### config.mk
export PLATFORM = sky130hd
export DESIGN_NAME = imm_encoder
export DESIGN_NICKNAME = d
export VERILOG_FILES = /design/src/rtl/imm_encoder_pkg.sv /design/src/rtl/imm_encoder_pack.sv /design/src/rtl/imm_encoder.sv
export SDC_FILE = /design/constraint.sdc
export NUM_CORES = 1
export LEC_CHECK = 0
export ABC_AREA = 1
export CORE_MARGIN = 1
export CORE_UTILIZATION = 40
export CTS_CLUSTER_SIZE = 30
export DETAILED_ROUTE_END_ITERATION = 10
export DONT_BUFFER_PORTS = 1
export HOLD_SLACK_MARGIN = 0.02
export PLACE_DENSITY_LB_ADDON = 0.2
export SETUP_SLACK_MARGIN = 0.1
export SLEW_MARGIN = 10
export SYNTH_ARGS = -nofsm -noshare
export SYNTH_HDL_FRONTEND = slang
export SYNTH_SLANG_ARGS = --single-unit
### constraint.sdc
create_clock -name clk -period 1.57 [get_ports clk]
set_input_delay 0.0785 -clock clk [delete_from_list [all_inputs] [get_ports clk]]
set_output_delay 0.0785 -clock clk [all_outputs]
set_load 0.01 [all_outputs]
### src/rtl/imm_encoder_pkg.sv
// Shared encoding constants for the instruction-injection path.
// Immediate-format selectors, word widths and the base-opcode helper.
package imm_encoder_pkg;

  localparam int DATA_LEN       = 32;
  localparam int INSN_LEN       = 32;
  localparam int IMM_TYPE_WIDTH = 2;

  localparam logic [IMM_TYPE_WIDTH-1:0] IMM_I = 2'd0;
  localparam logic [IMM_TYPE_WIDTH-1:0] IMM_S = 2'd1;
  localparam logic [IMM_TYPE_WIDTH-1:0] IMM_U = 2'd2;
  localparam logic [IMM_TYPE_WIDTH-1:0] IMM_J = 2'd3;

  // True when every bit of the slice is a copy of the same sign bit.
  function automatic logic all_equal(input logic [DATA_LEN-1:0] value, input int lo);
    logic ones;
    logic zeros;
    ones  = 1'b1;
    zeros = 1'b1;
    for (int i = 0; i < DATA_LEN; i++) begin
      if (i >= lo) begin
        ones  = ones & value[i];
        zeros = zeros & ~value[i];
      end
    end
    return ones | zeros;
  endfunction

endpackage

### src/rtl/imm_encoder_pack.sv
// Scatters a two's-complement immediate into its RV32 bit positions for one format
// and flags values the format cannot represent.
module imm_encoder_pack
  import imm_encoder_pkg::*;
(
  input  logic [DATA_LEN-1:0]       imm,
  input  logic [IMM_TYPE_WIDTH-1:0] imm_type,
  output logic [INSN_LEN-1:0]       imm_bits,
  output logic                      range_err
);

  always_comb begin
    imm_bits  = '0;
    range_err = 1'b0;
    case (imm_type)
      IMM_I: begin
        imm_bits[31:20] = imm[11:0];
        range_err       = ~all_equal(imm, 11);
      end
      IMM_S: begin
        imm_bits[31:25] = imm[11:5];
        imm_bits[11:7]  = imm[4:0];
        range_err       = ~all_equal(imm, 11);
      end
      IMM_U: begin
        imm_bits[31:12] = imm[31:12];
        range_err       = |imm[11:0];
      end
      default: begin
        // J keeps bit 20 as the sign, so bits 31:20 must all agree.
        imm_bits[31]    = imm[20];
        imm_bits[30:21] = imm[10:1];
        imm_bits[20]    = imm[11];
        imm_bits[19:12] = imm[19:12];
        range_err       = imm[0] | ~all_equal(imm, 20);
      end
    endcase
  end

endmodule

### src/rtl/imm_encoder.sv
// Two-stage valid/ready encoder: S1 registers the request and range-checks the immediate,
// S2 holds the assembled instruction word and keeps delivery statistics.
module imm_encoder
  import imm_encoder_pkg::*;
#(
  parameter int CNT_W = 16
) (
  input  logic                      clk,
  input  logic                      reset,
  input  logic                      in_valid,
  output logic                      in_ready,
  input  logic [6:0]                in_opcode,
  input  logic [4:0]                in_rd,
  input  logic [2:0]                in_funct3,
  input  logic [4:0]                in_rs1,
  input  logic [4:0]                in_rs2,
  input  logic [DATA_LEN-1:0]       in_imm,
  input  logic [IMM_TYPE_WIDTH-1:0] in_type,
  output logic                      out_valid,
  input  logic                      out_ready,
  output logic [INSN_LEN-1:0]       out_inst,
  output logic                      out_err,
  output logic [CNT_W-1:0]          enc_count,
  output logic [CNT_W-1:0]          err_count
);

  logic                      s1_valid;
  logic [6:0]                s1_opcode;
  logic [4:0]                s1_rd;
  logic [2:0]                s1_funct3;
  logic [4:0]                s1_rs1;
  logic [4:0]                s1_rs2;
  logic [DATA_LEN-1:0]       s1_imm;
  logic [IMM_TYPE_WIDTH-1:0] s1_type;
  logic [INSN_LEN-1:0]       imm_bits;
  logic                      range_err;
  logic [INSN_LEN-1:0]       asm_inst;
  logic                      s2_adv;
  logic                      s1_adv;
  logic                      out_fire;

  assign s2_adv   = ~out_valid | out_ready;
  assign s1_adv   = ~s1_valid | s2_adv;
  assign in_ready = s1_adv & ~reset;
  assign out_fire = out_valid & out_ready;

  always_ff @(posedge clk) begin
    if (reset) begin
      s1_valid  <= 1'b0;
      s1_opcode <= '0;
      s1_rd     <= '0;
      s1_funct3 <= '0;
      s1_rs1    <= '0;
      s1_rs2    <= '0;
      s1_imm    <= '0;
      s1_type   <= IMM_I;
    end else if (s1_adv) begin
      s1_valid <= in_valid;
      if (in_valid) begin
        s1_opcode <= in_opcode;
        s1_rd     <= in_rd;
        s1_funct3 <= in_funct3;
        s1_rs1    <= in_rs1;
        s1_rs2    <= in_rs2;
        s1_imm    <= in_imm;
        s1_type   <= in_type;
      end
    end
  end

  imm_encoder_pack u_pack (
    .imm       (s1_imm),
    .imm_type  (s1_type),
    .imm_bits  (imm_bits),
    .range_err (range_err)
  );

  // Register fields are merged only for the formats that own them; the rest stay zero.
  always_comb begin
    asm_inst      = imm_bits;
    asm_inst[6:0] = s1_opcode;
    if (s1_type != IMM_S)
      asm_inst[11:7] = s1_rd;
    if ((s1_type == IMM_I) || (s1_type == IMM_S)) begin
      asm_inst[14:12] = s1_funct3;
      asm_inst[19:15] = s1_rs1;
    end
    if (s1_type == IMM_S)
      asm_inst[24:20] = s1_rs2;
  end

  always_ff @(posedge clk) begin
    if (reset) begin
      out_valid <= 1'b0;
      out_inst  <= '0;
      out_err   <= 1'b0;
    end else if (s2_adv) begin
      out_valid <= s1_valid;
      if (s1_valid) begin
        out_inst <= asm_inst | imm_bits;
        out_err  <= range_err;
      end
    end
  end

  always_ff @(posedge clk) begin
    if (reset) begin
      enc_count <= '0;
      err_count <= '0;
    end else if (out_fire) begin
      enc_count <= enc_count + 1'b1;
      err_count <= err_count + {{(CNT_W-1){1'b0}}, out_err};
    end
  end

endmodule

==> out/results.ini <==
[run_status]
status = finished with violations
violated_checks = negative hold slack

[layout]
multi_input_comb_area_um2 = 2470
layout-drive-gt1-share_pct = 13.8
nets = 852
area.sequential_um2 = 2540
antenna_cells = 0
area_delta_synth_final_pct = 33.0
fillerInstances = 1193

[clocking]
cts.reportedPaths.clkPinSlew_ps = 60
ctsRootBufferMaster = clkbuf_16
clock_insertion_delay_worst_skew_ps = 410
number_of_buffers_created_by_cts = 17
cts-htree-levels = 4
cts_num_sinks = 126
tritoncts = yes
cts-root-to-sink-buffers = 2

[yosys]
synthesis.yosys.warnings = 0
synth_compound_gate_area_share_pct = 20.0
synth_nets = 772
yosys.cell_types.count = 38
muxShareOfSynthArea_pct = 0
yosys.area_share.adder_pct = 0.716
post_synth_and_or_nand_nor_area_fraction_pct = 23.2
synth_seq_cells = 126
syn-instance-count = 706
yosys.area_share.xor_xnor_pct = 0.835
ys_seq_area_share_pct = 48.1
synth_area_um2 = 5250
synth_top_family_by_area = simple AND/OR/NAND/NOR gates
syn-mean-instance-area_um2 = 7.43

[timing]
grt_setup_unrepaired = true
totalNegativeSetupSlack_ps = 0
min_period_ps = 1460
finalHoldViolCount = 12
tightestPinTransition_ps = 330
fin_worst_skew_ps = 6.87
timing.final.max_slew_violations = 0
maxClockFrequency_mhz = 686
timing.max_slew.rel_slack_pct = 78.0
timing.final.setup_violations = 0
timing.final.ws_setup_ps = 112
timing.final.crit_share_pct = 92.9
final.hold.worst_slack_ps = -270

[global_routing]
grt_pass1_wl_mm = 22.0
initial_antenna_violation_count = 0
grt_met3_use_pct = 7.47
first_global_vias = 4554
grt_start_max_net_pins = 80
layer_carrying_the_most_global_route_usage = met2
grt_total_usage_pct = 21.2
gr-usage-met1_pct = 26.4
overflow = 0
gr-usage-met2_pct = 34.0

[placement]
hpwl_after_detailed_placement_mm = 9.33
portBuffers = 0
globalplace.congestion = 0.809
post_place_setup_slack_ps = 2.51

[critical_path]
setup.worst_path.end_class = flop
cp_data_required_time_ps = 1870
worst-endpoint-arrival_ps = 1760
critical_path_class = reg2reg
critical_path.startpoint_type = flop
worstPathMaxFanout = 3

[floorplan]
die_width_um = 117
placementRows = 41
io_pins = 130
floorplan.initialDensity_pct = 41.2
floorplan_core_area_um2 = 12700
die_footprint_um2 = 13600
chipHeight_um = 117

[routing]
initial_detailed_routing_violation_count = 354
post_drt_via_cell_ratio = 5.01
wirelength_mm = 13.8
drt_drc_violations_left = 0
detail_route.first_pass.iterations = 6
route.antenna.remaining_nets = 0
overall_via_count_from_detail_route = 4861
wl_per_cell_um = 14.2

[power]
power_leakage_nw = 2.86
power_per_cell_area_nw_per_um2 = 1200
peakVddDrop_mv = 0.601

[flow_run]
drv_cap = 0

[worst_hold_path]
hold_path.class = in2reg

[where the power goes]
group	internal, mW	leakage [nW]	total (mW)	switching (mW)
combinational	0.323	1.52	0.720	0.397
sequential	3.38	1.04	3.54	0.164
clock	2.78	0.303	4.14	1.36
total	6.48	2.86	8.40	1.92
[placed cells by master (no fill, tap or decap), types with 4 or more instances in the layout]
cell and instances:
nor2_1 134, dfxtp_1 119, o21ai_0 109, nand2_1 88
a21oi_1 75, dlygate4sd3_1 60, inv_1 52, buf_4 34
clkbuf_16 17, nand3_1 12, a31oi_1 10, nand4_1 7
nor3_1 6, clkbuf_1 6, nand2_2 5, nor2_4 5
dfxtp_2 5, inv_2 4, nand2_4 4, xor2_1 4
bufinv_16 4
[flip-flops by register name, summed over array words and instances (netlist names), 5 cells and up]
signal and count:
out_inst 32, err_count 16, s1_rs1 5, s1_rs2 5, s1_imm 32, s1_opcode 7, s1_rd 5, enc_count 16
[stage by stage]
stage | std cells | cell area (um2) | utilization [%] | power [mW] | hold slack, ps
CTS | 964 | 6830 | 53.7 | 8.45 | -293
global route | 971 | 6980 | 54.8 | 8.76 | -290
floorplan | 706 | 5280 | - | 3.99 | 233
finish | 971 | 6980 | 54.8 | 8.40 | -270
detailed placement | 872 | 5580 | 43.9 | 4.17 | 147
global placement | 872 | 5580 | 43.9 | 4.16 | 147
[layer usage]
layer	routed length [um]	share of wire, %
met5	0	0
met4	148	1.1
met3	1150	8.3
met2	6370	46
met1	6140	44
[cells in the mapped netlist, drive strengths merged]
cell    instances  area [um2]
clkbuf         22        82.6
nand2          97         382
nor2          142         588
ha              3        37.5
or2             3        18.8
a21oi          75         375
o21ai         110         551
a31o            1        8.76
a221oi          4        35.0
o21a            2        15.0
dfxtp         126        2520
nand4           9        68.8
nand3b          2        18.8
xor2            4        35.0
nor3            8        56.3
xnor2           1        8.76
nor3b           1        7.51
buf            14        76.3
nand3          14        75.1
inv            58         220
a31oi          10        62.6
[path summary, 6_finish.rpt]
check             cells past startpoint            end  slack, ps         start
setup / recovery                     11  err_count[14]        110  err_count[0]
hold / removal                        1        out_err       -270         reset
setup reg to reg                     11  err_count[14]        110  err_count[0]
hold reg to reg                       2   out_inst[11]        460     s1_imm[4]
[critical path, stage by stage (launching register included)]
cell	delay, ps
dfxtp_4	360
ha_4	150
ha_4	120
inv_2	40
nor2_4	100
nand4_4	100
nor2_4	150
nand2_2	80
nor2_2	100
nand2_1	60
nand2_1	60
nor2_1	40
[final cells by class]
type,count,share of cell area [%]
sequential,126,36.4
multi-input combinational,486,35.4
timing repair buffer,97,13.1
clock buffer,26,7.01
inverter,58,3.21
tap,172,3.09
clock inverter,6,1.87
[what timing repair did]
item | CTS | global route
hold endpoints to repair | 71 | 13
gates resized for setup | 8 | 21
hold buffers | 59 | 1
buffers inserted | 1 | 6
pin swaps | 3 | 8
endpoints found under the setup margin | 6 | 55
[logic make-up after synthesis]
| family | Yosys count |
|---|---|
| AND/OR/NAND/NOR | 276 |
| XOR/XNOR | 5 |
| AO/OA/AOI/OAI | 202 |
| adder cells (fa/ha/maj) | 3 |
| buffers and inverters | 94 |
| flip-flops | 126 |
Note: power is estimated with default switching activity, not from simulation.
